## src/rtl/decode_pkg.sv

```systemverilog
// Shared decode-side types: instruction buffer entries, buffer FSM states,
// and the MIPS opcode/funct values that mark control-transfer instructions.
package decode_pkg;

    typedef logic [31:0] word_t;

    typedef struct packed {
        word_t instr;
        word_t pcplus4;
        logic  is_ctrl;
    } ibuf_entry_t;

    typedef enum logic {
        RUN     = 1'b0,
        WAIT_DS = 1'b1
    } ibuf_state_t;

    localparam logic [5:0] OP_SPECIAL = 6'b000000;
    localparam logic [5:0] OP_REGIMM  = 6'b000001;
    localparam logic [5:0] OP_J       = 6'b000010;
    localparam logic [5:0] OP_JAL     = 6'b000011;
    localparam logic [5:0] OP_BEQ     = 6'b000100;
    localparam logic [5:0] OP_BNE     = 6'b000101;
    localparam logic [5:0] OP_BLEZ    = 6'b000110;
    localparam logic [5:0] OP_BGTZ    = 6'b000111;
    localparam logic [5:0] FN_JR      = 6'b001000;
    localparam logic [5:0] FN_JALR    = 6'b001001;

endpackage

```

## src/rtl/decode_ibuf_predecode.sv

```systemverilog
// Combinational predecode: flags branches and jumps so the buffer can
// mark the following instruction as a delay slot.
module predecode
    import decode_pkg::*;
(
    input  word_t raw_instr,
    output logic  is_ctrl
);

    logic [5:0] op;
    logic [5:0] funct;
    logic       unused_bits;

    assign op          = raw_instr[31:26];
    assign funct       = raw_instr[5:0];
    assign unused_bits = ^raw_instr[25:6];

    always_comb begin
        is_ctrl = 1'b0;
        case (op)
            OP_REGIMM, OP_J, OP_JAL,
            OP_BEQ, OP_BNE, OP_BLEZ, OP_BGTZ: is_ctrl = 1'b1;
            OP_SPECIAL: is_ctrl = (funct == FN_JR) || (funct == FN_JALR);
            default:    is_ctrl = 1'b0;
        endcase
    end

endmodule

```

## src/rtl/decode_ibuf.sv

```systemverilog
// Fetch-to-decode instruction buffer: multi-wide enqueue, single dequeue,
// delay-slot flag generation and delay-slot-preserving redirect.
module decode_ibuf
    import decode_pkg::*;
#(
    parameter int DEPTH       = 8,
    parameter int FETCH_WIDTH = 2
) (
    input  logic                      clk,
    input  logic                      reset,
    input  logic [FETCH_WIDTH-1:0]    enq_valid,
    input  logic [32*FETCH_WIDTH-1:0] enq_instr,
    input  logic [31:0]               enq_pc,
    output logic                      enq_ready,
    output logic                      deq_valid,
    output logic [31:0]               deq_instr,
    output logic [31:0]               deq_pcplus4,
    output logic                      deq_in_delay_slot,
    input  logic                      deq_ready,
    input  logic                      redirect,
    input  logic                      flush
);

    localparam int IDX_W = $clog2(DEPTH);
    localparam int PTR_W = IDX_W + 1;

    logic [PTR_W-1:0]       wr_ptr, rd_ptr, wr_n, rd_n, count;
    ibuf_state_t            state, state_n;
    logic                   last_ctrl, last_ctrl_n;
    logic                   enq_fire, deq_fire;
    logic [FETCH_WIDTH-1:0] we, slot_ctrl;
    logic [IDX_W-1:0]       widx [FETCH_WIDTH];
    ibuf_entry_t            slot_e [FETCH_WIDTH];
    ibuf_entry_t            mem [DEPTH];
    ibuf_entry_t            head;

    for (genvar k = 0; k < FETCH_WIDTH; k++) begin : g_slot
        predecode u_pd (
            .raw_instr (enq_instr[32*k +: 32]),
            .is_ctrl   (slot_ctrl[k])
        );
        assign slot_e[k] = '{
            instr:   enq_instr[32*k +: 32],
            pcplus4: enq_pc + 32'(4*k + 4),
            is_ctrl: slot_ctrl[k]
        };
        assign widx[k] = wr_ptr[IDX_W-1:0] + IDX_W'(k);
    end

    assign count     = wr_ptr - rd_ptr;
    assign head      = mem[rd_ptr[IDX_W-1:0]];
    assign deq_valid = (count != '0);
    assign deq_fire  = deq_valid & deq_ready;
    assign enq_ready = (state == WAIT_DS) ||
                       (count <= PTR_W'(DEPTH - FETCH_WIDTH));
    assign enq_fire  = enq_ready & enq_valid[0];

    assign deq_instr         = deq_valid ? head.instr : '0;
    assign deq_pcplus4       = deq_valid ? head.pcplus4 : '0;
    assign deq_in_delay_slot = deq_valid & last_ctrl;

    always_comb begin
        state_n     = state;
        wr_n        = wr_ptr;
        rd_n        = rd_ptr;
        last_ctrl_n = last_ctrl;
        we          = '0;
        if (flush) begin
            state_n     = RUN;
            wr_n        = '0;
            rd_n        = '0;
            last_ctrl_n = 1'b0;
        end else begin
            if (deq_fire) begin
                rd_n        = rd_ptr + PTR_W'(1);
                last_ctrl_n = head.is_ctrl;
            end
            if (state == WAIT_DS) begin
                if (enq_fire) begin
                    we      = FETCH_WIDTH'(1);
                    state_n = RUN;
                end
            end else if (redirect) begin
                // Only the delay slot survives; it is either popped now,
                // already at the head, arriving now, or still to come.
                if (deq_fire || deq_valid) begin
                    wr_n = rd_ptr + PTR_W'(1);
                end else if (enq_fire) begin
                    we = FETCH_WIDTH'(1);
                end else begin
                    state_n = WAIT_DS;
                end
            end else if (enq_fire) begin
                we = enq_valid;
            end
            for (int k = 0; k < FETCH_WIDTH; k++) begin
                wr_n = wr_n + PTR_W'(we[k]);
            end
        end
    end

    always_ff @(posedge clk) begin
        if (reset) begin
            state     <= RUN;
            wr_ptr    <= '0;
            rd_ptr    <= '0;
            last_ctrl <= 1'b0;
        end else begin
            state     <= state_n;
            wr_ptr    <= wr_n;
            rd_ptr    <= rd_n;
            last_ctrl <= last_ctrl_n;
        end
    end

    always_ff @(posedge clk) begin
        for (int k = 0; k < FETCH_WIDTH; k++) begin
            if (we[k]) mem[widx[k]] <= slot_e[k];
        end
    end

endmodule

```

## config.mk

```make
export PLATFORM = sky130hd
export DESIGN_NAME = decode_ibuf
export DESIGN_NICKNAME = d
export VERILOG_FILES = /design/src/rtl/decode_pkg.sv /design/src/rtl/decode_ibuf_predecode.sv /design/src/rtl/decode_ibuf.sv
export SDC_FILE = /design/constraint.sdc
export NUM_CORES = 1
export LEC_CHECK = 0
export CAP_MARGIN = 20
export CORE_ASPECT_RATIO = 0.7
export CORE_MARGIN = 2
export CORE_UTILIZATION = 25
export DETAILED_ROUTE_END_ITERATION = 10
export HOLD_SLACK_MARGIN = 0.06
export PLACE_DENSITY = 0.42
export SETUP_SLACK_MARGIN = 0.2
export SLEW_MARGIN = 5
export SYNTH_ARGS = -nofsm -noshare
export SYNTH_HDL_FRONTEND = slang
export SYNTH_HIERARCHICAL = 1
export SYNTH_SLANG_ARGS = --single-unit
```

## constraint.sdc

```tcl
create_clock -name clk -period 8.8 [get_ports clk]
set_input_delay 0.88 -clock clk [delete_from_list [all_inputs] [get_ports clk]]
set_output_delay 0.88 -clock clk [all_outputs]
set_load 0.05 [all_outputs]
```

==> metrics.txt, run 1 <==
WL final=100 mm; drt via density=4.77; largest net degree at the start of global routing=58; Leakage Power=11.9 nW; synthesized area=28700 µm²; register area share after synthesis=0.553; min Tclk post-route=5.30 ns; Cell Int Power=6.15 mW; Inserted Clock Buffers=59; Area contributors post-synth=edfxtp_1, nand2_1, mux4_2, mux2i_1, xor2_1; crit path capture type=output pin; vias in the first global route=19.5k; synth unique cells=65; largest stage delay on the critical path=0.90 ns; root buffer cell=clkbuf_16; critical path class=flip-flop to output pin; worst slew pin tran=1.14 ns; Sw Share=0.424; sequential power share=0.296; Final Hold Fails=0; slowest CP cell=clkdlybuf4s50_1; first-pass GRT wire length=144 mm; Final period util=0.602; hold_buf cts=0; Post-synth EDFFs=520; PD cells=317 nW/µm²; Synth area leader=edfxtp_1; maximum vdd drop=0.546 mV; CP arrival=4.42 ns; Post-CTS Setup Bufs=0; Critical Path RT=7.92 ns; area grow syn2layout=17.5%; Placer Congestion=0.773; CP startpoint kind=flip-flop; Remaining Overflow, GRT=0; post-CTS sizing=0; Critical R2R Capture=mem[5][1]$_DFFE_PP_; flops & latches, synth=533; RSZ-0062 raised after global routing=no; CTS clk-pin slew, worst paths=0.06 ns; GR Util All Layers=0.168; number of max-cap violations=0; Post-Place Cell Area=31600 µm²; top-area cell type share of the netlist area=0.544; status=finished clean; syn_area_per_cell=11.7 µm²; Worst Hold Class=flip-flop to flip-flop; Clock Latency Late Sink=0.65 ns; Clk pwr share=0.248; remaining antenna violation count=0; Clock Skew=0.0250 ns; hold path start=last_ctrl$_SDFFE_PP0P_; via count=19.5k; hold path depth=2; reg2reg start=wr_ptr[2]$_SDFF_PP0_; Max clock buf depth=3; Peak Freq=189 MHz; Finished Cell Area=33700 µm²; Starting Density=0.253; Comb pwr share=0.456; worst rel slew slack=0.242; Critical Path Fanout Max=49; ratio of cells with drive above 1 in the final layout=0.121; port bufs=169; Buf+Inv Stages, Crit Path=2; worst-case reg-to-reg path depth=8; core box area=113000 µm²; CTS tree=built; DR iter-0 viols=1987; YS warnings=6; syn_nets=2568; Die W=409 µm; clock tree sinks=533; DRC viols=0; CP cell instances=ha_1, and3b_1, nor3_1, nor3_2, buf_4, nor2_1, clkdlybuf4s50_1; Slew Viols, Final=0; Async SR Flop Fraction=0; Min-Delay Endpoint=last_ctrl$_SDFFE_PP0P_; dpl hpwl=57.2 mm; Sw Pwr=4.53 mW; Synth Instances=2455; cell family with most CP delay=simple AND/OR/NAND/NOR gates; Primary FF master, synth=edfxtp_1; routed len/inst=24.6 µm; die area=118000 µm²; first-pass detailed-route iteration total=7; Die Y=288 µm; CTS H-tree depth=2; TNS Setup=0 ns; r2r setup slk=3.86 ns; final setup vio count=0; std cell rows=103; Final nets=2622; Top Ports=170; initial antenna violation count=5
synthesized netlist by cell type, types with 3 or more instances:
library cell,instances
a211oi_1,3
a21boi_0,5
a21oi_1,23
a41oi_1,7
and2_1,4
and3_1,8
and4_1,6
buf_1,45
buf_2,39
buf_4,51
buf_6,20
clkbuf_1,71
dfxtp_1,13
edfxtp_1,520
ha_1,8
inv_1,10
mux2i_1,187
mux4_2,130
nand2_1,818
nand3_1,20
nand3b_1,3
nand4_1,27
nor2_1,157
nor3_1,7
o211ai_1,4
o21ai_0,30
o21ai_1,10
o21bai_1,7
o31ai_1,3
xnor2_1,78
xor2_1,96
worst max-delay path by stage:
stage | end | depth (start not counted) | from | slack (ns)
3_3_place_gp | mem[5][50]$_DFFE_PP_ | 8 | wr_ptr[2]$_SDFF_PP0_ | 3.49
4_1_cts | deq_pcplus4[14] | 5 | flip-flop | 3.28
6_report | deq_instr[27] | 7 | wr_ptr[2]$_SDFF_PP0_ | 3.50
5_1_grt | deq_instr[27] | 9 | wr_ptr[0]$_SDFF_PP0_ | 3.20
2_1_floorplan | mem[0][0]$_DFFE_PP_ | 8 | rd_ptr[2]$_SDFFE_PP0P_ | 1.18
3_5_place_dp | mem[5][50]$_DFFE_PP_ | 8 | wr_ptr[2]$_SDFF_PP0_ | 3.35
per-layer routing:
metal  track usage  routed length [µm]  vias up
li1              -                   -     8711
met1         0.243               47100     9962
met5             0                  10        -
met2         0.266               45900      669
met3        0.0239                5500      133
met4        0.0344                1790        2
power by group through the flow:
stage	clock, mW	combinational (mW)	sequential [mW]
after floorplan	0	3.21	3.19
after global placement	0	4.92	3.25
after detailed placement	0	4.93	3.26
after CTS	2.71	4.95	3.21
after global routing	2.80	5.18	3.18
final	2.65	4.87	3.16
registers in the layout, indices dropped and copies added (netlist names), named ones only:
register,cells
rd_ptr,4
mem,520
wr_ptr,4
state,1
last_ctrl,1
metrics by stage:
| step | power (mW) | hold WS [ns] | cells | utilization | setup WS (ns) |
|---|---|---|---|---|---|
| 2_1_floorplan | 6.40 | 0.483 | 2455 | - | 1.18 |
| 3_3_place_gp | 8.17 | 0.508 | 3967 | 0.279 | 3.49 |
| 3_5_place_dp | 8.19 | 0.510 | 3968 | 0.279 | 3.35 |
| 4_1_cts | 10.9 | 0.517 | 4077 | 0.297 | 3.28 |
| 5_1_grt | 11.2 | 0.568 | 4083 | 0.298 | 3.20 |
| 6_report | 10.7 | 0.513 | 4083 | 0.298 | 3.50 |
cells by family (layout without fill, tap and decap cells):
kind of cell	after synthesis	after routing	synth area share
adders and majority gates	10	10	0.00488
buffers and inverters	239	341	0.0453
and+or+nand+nor	1068	1068	0.148
xor gates and xnor gates	177	177	0.0548
DFF	533	533	0.553
other	0	4	0
muxes	317	317	0.167
AOI/OAI and AO/OA	111	111	0.0265
worst min-delay path: cells and delay by family (launching register included):
kind	cells	cell delay (ns)
AO/OA/AOI/OAI	2	0.16
flip-flops	1	0.31
layout make-up:
cell class	instances	area, µm²
Inverter	11	41.3
Multi-Input combinational cell	1683	11700
Clock inverter	42	522
Tap cell	1522	1900
Antenna cell	4	10.0
Timing Repair Buffer	221	2130
Sequential cell	533	15900
Clock buffer	67	1510
Fill cell	11400	79600
layout by cell type, fill, tap and decap left out, drive strengths merged, types with 9 or more instances in the layout:
master,count
nor3,9
xnor2,80
nand3,20
clkbuf,67
mux2i,187
nor2,157
mux4,130
buf,53
nand2,818
clkdlybuf4s50,168
dfxtp,13
bufinv,11
clkinv,26
nand4,27
o21ai,42
inv,12
xor2,97
edfxtp,520
a21oi,23
No activity file was read; power rests on OpenSTA's default activity.
==> run 2, diff against run 1 <==
Settings changed: PLACE_DENSITY 0.42 to 0.43.
Clock period 8.8 ns to 4.32 ns, I/O delays scaled along.
==> run 2 against run 1 <==
Non-clock buffer count grew 28. First-iteration DRC count fell by 7.4%. Clock-buffer cell count grew 19. Flip-flop and latch count unchanged. Power rose by 110%. Global-route usage up 0.056 points. Sequential share of layout area fell by 0.85 points. Combinational power increased by 120%. Highest routed layer unchanged. Register-to-register slack worse by 3.2 ns. Worst setup slack worse by 3.2 ns.
==> metrics.txt, run 2 (synthesis gave the netlist of run 1 again) <==
Remaining Overflow, GRT=0 (unchanged); critical path class=flip-flop to output pin; CP startpoint kind=flip-flop; Final nets=2657 (+1.3%); Die W=409 µm (unchanged); Final period util=0.919; Top Ports=170 (unchanged); Inserted Clock Buffers=66 (+12%); remaining antenna violation count=0 (unchanged); maximum vdd drop=0.613 mV (+12%); vias in the first global route=19.7k (+1.0%); worst slew pin tran=1.03 ns (-0.103 ns); CTS tree=built; Starting Density=0.253 (unchanged); Peak Freq=252 MHz; Worst Hold Class=flip-flop to flip-flop; status=finished clean; final core occ=0.303 (+0.00553); crit path capture type=output pin; number of max-cap violations=0 (unchanged); initial antenna violation count=12 (+7); Finished Cell Area=34300 µm² (+1.9%); worst rel slew slack=0.308 (+0.0657); Final Hold Fails=0 (unchanged); CP arrival=3.54 ns (-0.88 ns); commonest non-fill, non-tap cells in the layout=nand2_1, edfxtp_1, mux2i_1; via count=19.6k (+0.82%); hold_buf cts=0 (unchanged); area of the multi-input gates=11800 µm² (+0.53%); TNS Setup=0 ns (unchanged); DR iter-0 viols=1840 (-7.4%); min Tclk post-route=3.97 ns; RSZ-0062 raised after global routing=no; ratio of cells with drive above 1 in the final layout=0.142 (+0.0208); WL final=99.5 mm (-0.77%); Critical Path RT=3.89 ns (-4.03 ns); Leakage Power=12.6 nW (+6.0%); dpl hpwl=59.2 mm (+3.5%); Placed Cells incl. Taps=3994 (+0.66%); core box area=113000 µm² (unchanged); hold path depth=2 (unchanged); Layout fillers=11.3k (-0.76%); CTS clk-pin slew, worst paths=0.06 ns (about the same); r2r setup slk=0.70 ns (-3.16 ns); DRC viols=0 (unchanged); first-pass detailed-route iteration total=6 (-1); largest net degree at the start of global routing=66 (+14%); CTS H-tree depth=3 (+1); max reg flops=520 (unchanged); Critical Path Fanout Max=26 (-47%); worst-case reg-to-reg path depth=9 (+1); commonest non-fill, non-tap cell in the layout=nand2_1; WL met1=45.9 mm (-2.6%); register area=15900 µm² (about the same); Post-Place Cell Area=32200 µm² (+1.7%); met2 WL post-DR=45.1 mm (-1.8%); Slew Viols, Final=0 (unchanged); root buffer cell=clkbuf_16; Clock Latency Late Sink=0.63 ns (-0.02 ns); final setup vio count=0 (unchanged); Max clock buf depth=3 (unchanged); drt via density=4.77 (about the same); PD cells=647 nW/µm² (+100%); reg2reg start=wr_ptr[0]$_SDFF_PP0_; Critical R2R Capture=mem[5][25]$_DFFE_PP_; die area=118000 µm² (unchanged); highest routed layer=met5; Placer Congestion=0.785 (+1.5%); hold path start=last_ctrl$_SDFFE_PP0P_; Clock Skew=0.0427 ns (+0.0177 ns); Fin Hold WS=0.516 ns (+0.00301 ns); first-pass GRT wire length=144 mm (+0.13%); Min-Delay Endpoint=last_ctrl$_SDFFE_PP0P_; met3 WL=6.38 mm (+16%); port bufs=169 (unchanged); std cell rows=103 (unchanged); final non-filler cell total=4115 (+0.78%); GR Util All Layers=0.168 (+0.000559); area grow syn2layout=19.6%; crit path from=wr_ptr[0]$_SDFF_PP0_; Die Y=288 µm (unchanged); routed len/inst=24.2 µm (-1.5%); clock tree sinks=533 (unchanged)
[run 2: cell types whose count changed in the layout (fill, tap and decap cells not counted), sizes merged, moves of 2 or more]
cell	change
clkinvlp	-4
clkdlybuf4s50	-65
clkbuf	+19
inv	+2
bufinv	-8
clkinv	-4
dlygate4sd2	+11
dlymetal6s2s	+25
buf	+56
[run 2: how the worst max path moves through the flow]
stage          depth (start not counted)  slack (ns)              endpoint
5_1_grt                               10        0.22        deq_pcplus4[8]
3_3_place_gp                           7        0.74  mem[7][59]$_DFFE_PP_
4_1_cts                                9        0.20         deq_instr[29]
3_5_place_dp                           8        0.69       deq_pcplus4[26]
6_report                              10        0.35        deq_pcplus4[8]
2_1_floorplan                          8        0.20   mem[4][0]$_DFFE_PP_
[run 2: power breakdown]
| part | switching, mW | internal (mW) |
|---|---|---|
| clock | 2.24 | 3.10 |
| combinational | 7.21 | 3.27 |
| sequential | 0.166 | 6.24 |
| total | 9.61 | 12.6 |
[run 2: repair_timing]
item | 4_1_cts | 5_1_grt
buffers inserted | 1 | 1
gates resized for setup | 14 | 27
cloned | 1 | 0
setup endpoints to repair | 31 | 38
pin swaps | 1 | 1
[run 2: critical path, cell delays in order (launching register included)]
cell	delay [ns]
dfxtp_2	0.42
inv_1	0.12
ha_1	0.24
fa_2	0.41
xor2_1	0.22
nand3_1	0.24
nor3_4	0.28
buf_4	0.22
bufbuf_16	0.40
nor2_1	0.17
buf_4	0.22
[run 2: final cells by class]
type | count | area share
antenna | 3 | 0.000219
clock buffer | 86 | 0.0521
clock inverter | 28 | 0.00707
inverter | 11 | 0.00120
multi-input combinational | 1683 | 0.343
sequential | 533 | 0.463
tap | 1522 | 0.0554
timing repair buffer | 249 | 0.0783
[run 2: metal layers]
metal | GRT usage | up-vias
met1 | 0.239 | 10000
li1 | - | 8796
met2 | 0.262 | 669
met4 | 0.0419 | 14
met3 | 0.0343 | 139
met5 | 0 | -
[run 2: through the flow]
step	worst slack, ns	power (mW)
after floorplan	0.200	13.1
after global placement	0.740	16.8
after CTS	0.203	22.6
final	0.348	22.2
after global routing	0.219	23.2
after detailed placement	0.695	16.9
==> run 3, diff against run 2 <==
Settings changed: CORE_MARGIN 2 to 4.
==> run 3 against run 2 <==
Critical endpoint is now deq_pcplus4[25]. Global-route usage is 0.51 points lower. Utilization is 0.27 points lower. Power is 3.6% lower. Sequential share of layout area is 0.37 points higher. Final area is 0.79% lower.
==> metrics.txt, run 3 (synthesis gave the netlist of run 1 again) <==
Finished Cell Area=34100 µm² (-0.79%); via count=19.5k (-0.92%); Inserted Clock Buffers=59 (-11%); first-pass detailed-route iteration total=5 (-1); worst slew pin tran=1.05 ns (+0.0144 ns); area grow syn2layout=18.7%; Die Y=292 µm (+1.4%); CP startpoint kind=flip-flop; CTS tree=built; die area=120000 µm² (+2.4%); Final nets=2658 (+0.038%); initial antenna violation count=12 (unchanged); CTS H-tree depth=2 (-1); maximum vdd drop=0.605 mV (-1.3%); DRC viols=0 (unchanged); status=finished clean; Placer Congestion=0.807 (+2.8%); worst rel slew slack=0.298 (-0.00966); Leakage Power=12.3 nW (-2.5%); critical path class=flip-flop to output pin; min Tclk post-route=3.95 ns (-0.0253 ns); commonest non-fill, non-tap cells in the layout=nand2_1, edfxtp_1, mux2i_1; Remaining Overflow, GRT=0 (unchanged); Die W=413 µm (+0.98%); port bufs=169 (unchanged); vias in the first global route=19.6k (-0.60%); routed len/inst=24.3 µm (+0.26%); Placed Cells incl. Taps=4006 (+0.30%); max reg flops=520 (unchanged); WL final=100 mm (+0.46%); Slew Viols, Final=0 (unchanged); Fin Hold WS=0.517 ns (+0.000757 ns); crit path capture type=output pin; Layout fillers=11.5k (+1.3%); Clock Latency Late Sink=0.65 ns (+0.02 ns); first-pass GRT wire length=143 mm (-0.56%); hold_buf cts=0 (unchanged); CTS clk-pin slew, worst paths=0.06 ns (about the same); std cell rows=103 (unchanged); Top Ports=170 (unchanged); final non-filler cell total=4123 (+0.19%); core box area=113000 µm² (+0.11%); TNS Setup=0 ns (unchanged); dpl hpwl=61.6 mm (+4.2%); clock tree sinks=533 (unchanged); DR iter-0 viols=1781 (-3.2%); Final Hold Fails=0 (unchanged); remaining antenna violation count=0 (unchanged); drt via density=4.72 (-1.1%); Critical Path Fanout Max=11 (-58%); largest net degree at the start of global routing=53 (-20%); Starting Density=0.253 (-0.000288); RSZ-0062 raised after global routing=no; Post-CTS Setup Bufs=0 (-1); Max clock buf depth=3 (unchanged); final setup vio count=0 (unchanged); root buffer cell=clkbuf_16; Final period util=0.914 (-0.00586); ratio of cells with drive above 1 in the final layout=0.152 (+0.00942); number of max-cap violations=0 (unchanged); Worst Hold Class=flip-flop to flip-flop; Post-Place Cell Area=32200 µm² (about the same); Critical Path RT=3.89 ns (about the same); Peak Freq=253 MHz (+0.64%); CP arrival=3.51 ns (-0.03 ns); GR Util All Layers=0.163 (-0.00508); Clock Skew=0.0180 ns (-0.0247 ns); commonest non-fill, non-tap cell in the layout=nand2_1; PD cells=629 nW/µm² (-2.8%)
run 3: layout make-up:
cell class | count | area [µm²] | area share
Timing Repair Buffer | 257 | 2620 | 0.0770
Clock buffer | 74 | 1530 | 0.0450
Inverter | 11 | 41.3 | 0.00121
Multi-Input combinational cell | 1683 | 11800 | 0.345
Sequential cell | 533 | 15900 | 0.466
Tap cell | 1522 | 1900 | 0.0559
Antenna cell | 7 | 17.5 | 0.000514
Clock inverter | 36 | 299 | 0.00878
run 3: worst max-delay path, cell delays in order, from the launching register on:
cell	delay, ns
dfxtp_2	0.41
inv_1	0.11
ha_1	0.23
fa_2	0.41
xor2_1	0.23
nand3_1	0.20
nor3_2	0.20
buf_4	0.28
nor2_1	0.08
clkdlybuf4s50_1	0.70
run 3: layer usage:
layer | up-vias | GRT usage | wire length, µm
met1 | 9829 | 0.238 | 46600
met5 | - | 0 | 29
met2 | 692 | 0.252 | 45000
met4 | 4 | 0.0347 | 1700
li1 | 8820 | - | -
met3 | 111 | 0.0297 | 6620
run 3: repair_timing:
item	in CTS	in global routing
setup endpoints to repair	7	34
gates resized for setup	7	10
hold endpoints to repair	0	0
run 3: final timing paths:
check | start | end | slack [ns] | cells after the start
setup / recovery | wr_ptr[0]$_SDFF_PP0_ | deq_pcplus4[25] | 0.37 | 9
hold / removal | last_ctrl$_SDFFE_PP0P_ | last_ctrl$_SDFFE_PP0P_ | 0.52 | 2
setup reg to reg | wr_ptr[0]$_SDFF_PP0_ | mem[7][55]$_DFFE_PP_ | 0.51 | 9
hold reg to reg | last_ctrl$_SDFFE_PP0P_ | last_ctrl$_SDFFE_PP0P_ | 0.52 | 2
run 3: power by group:
part	leakage (nW)	internal [mW]	switching (mW)
sequential	4.81	6.23	0.177
combinational	6.60	3.02	7.07
clock	0.895	2.75	2.18
total	12.3	12.0	9.43
run 3: metrics by stage:
stage | util | setup slack, ns | power [mW]
after global routing | 0.300 | 0.201 | 22.4
final | 0.300 | 0.373 | 21.4
after detailed placement | 0.284 | 0.421 | 16.9
after floorplan | - | 0.200 | 13.1
after global placement | 0.284 | 0.470 | 16.8
after CTS | 0.300 | 0.228 | 21.8
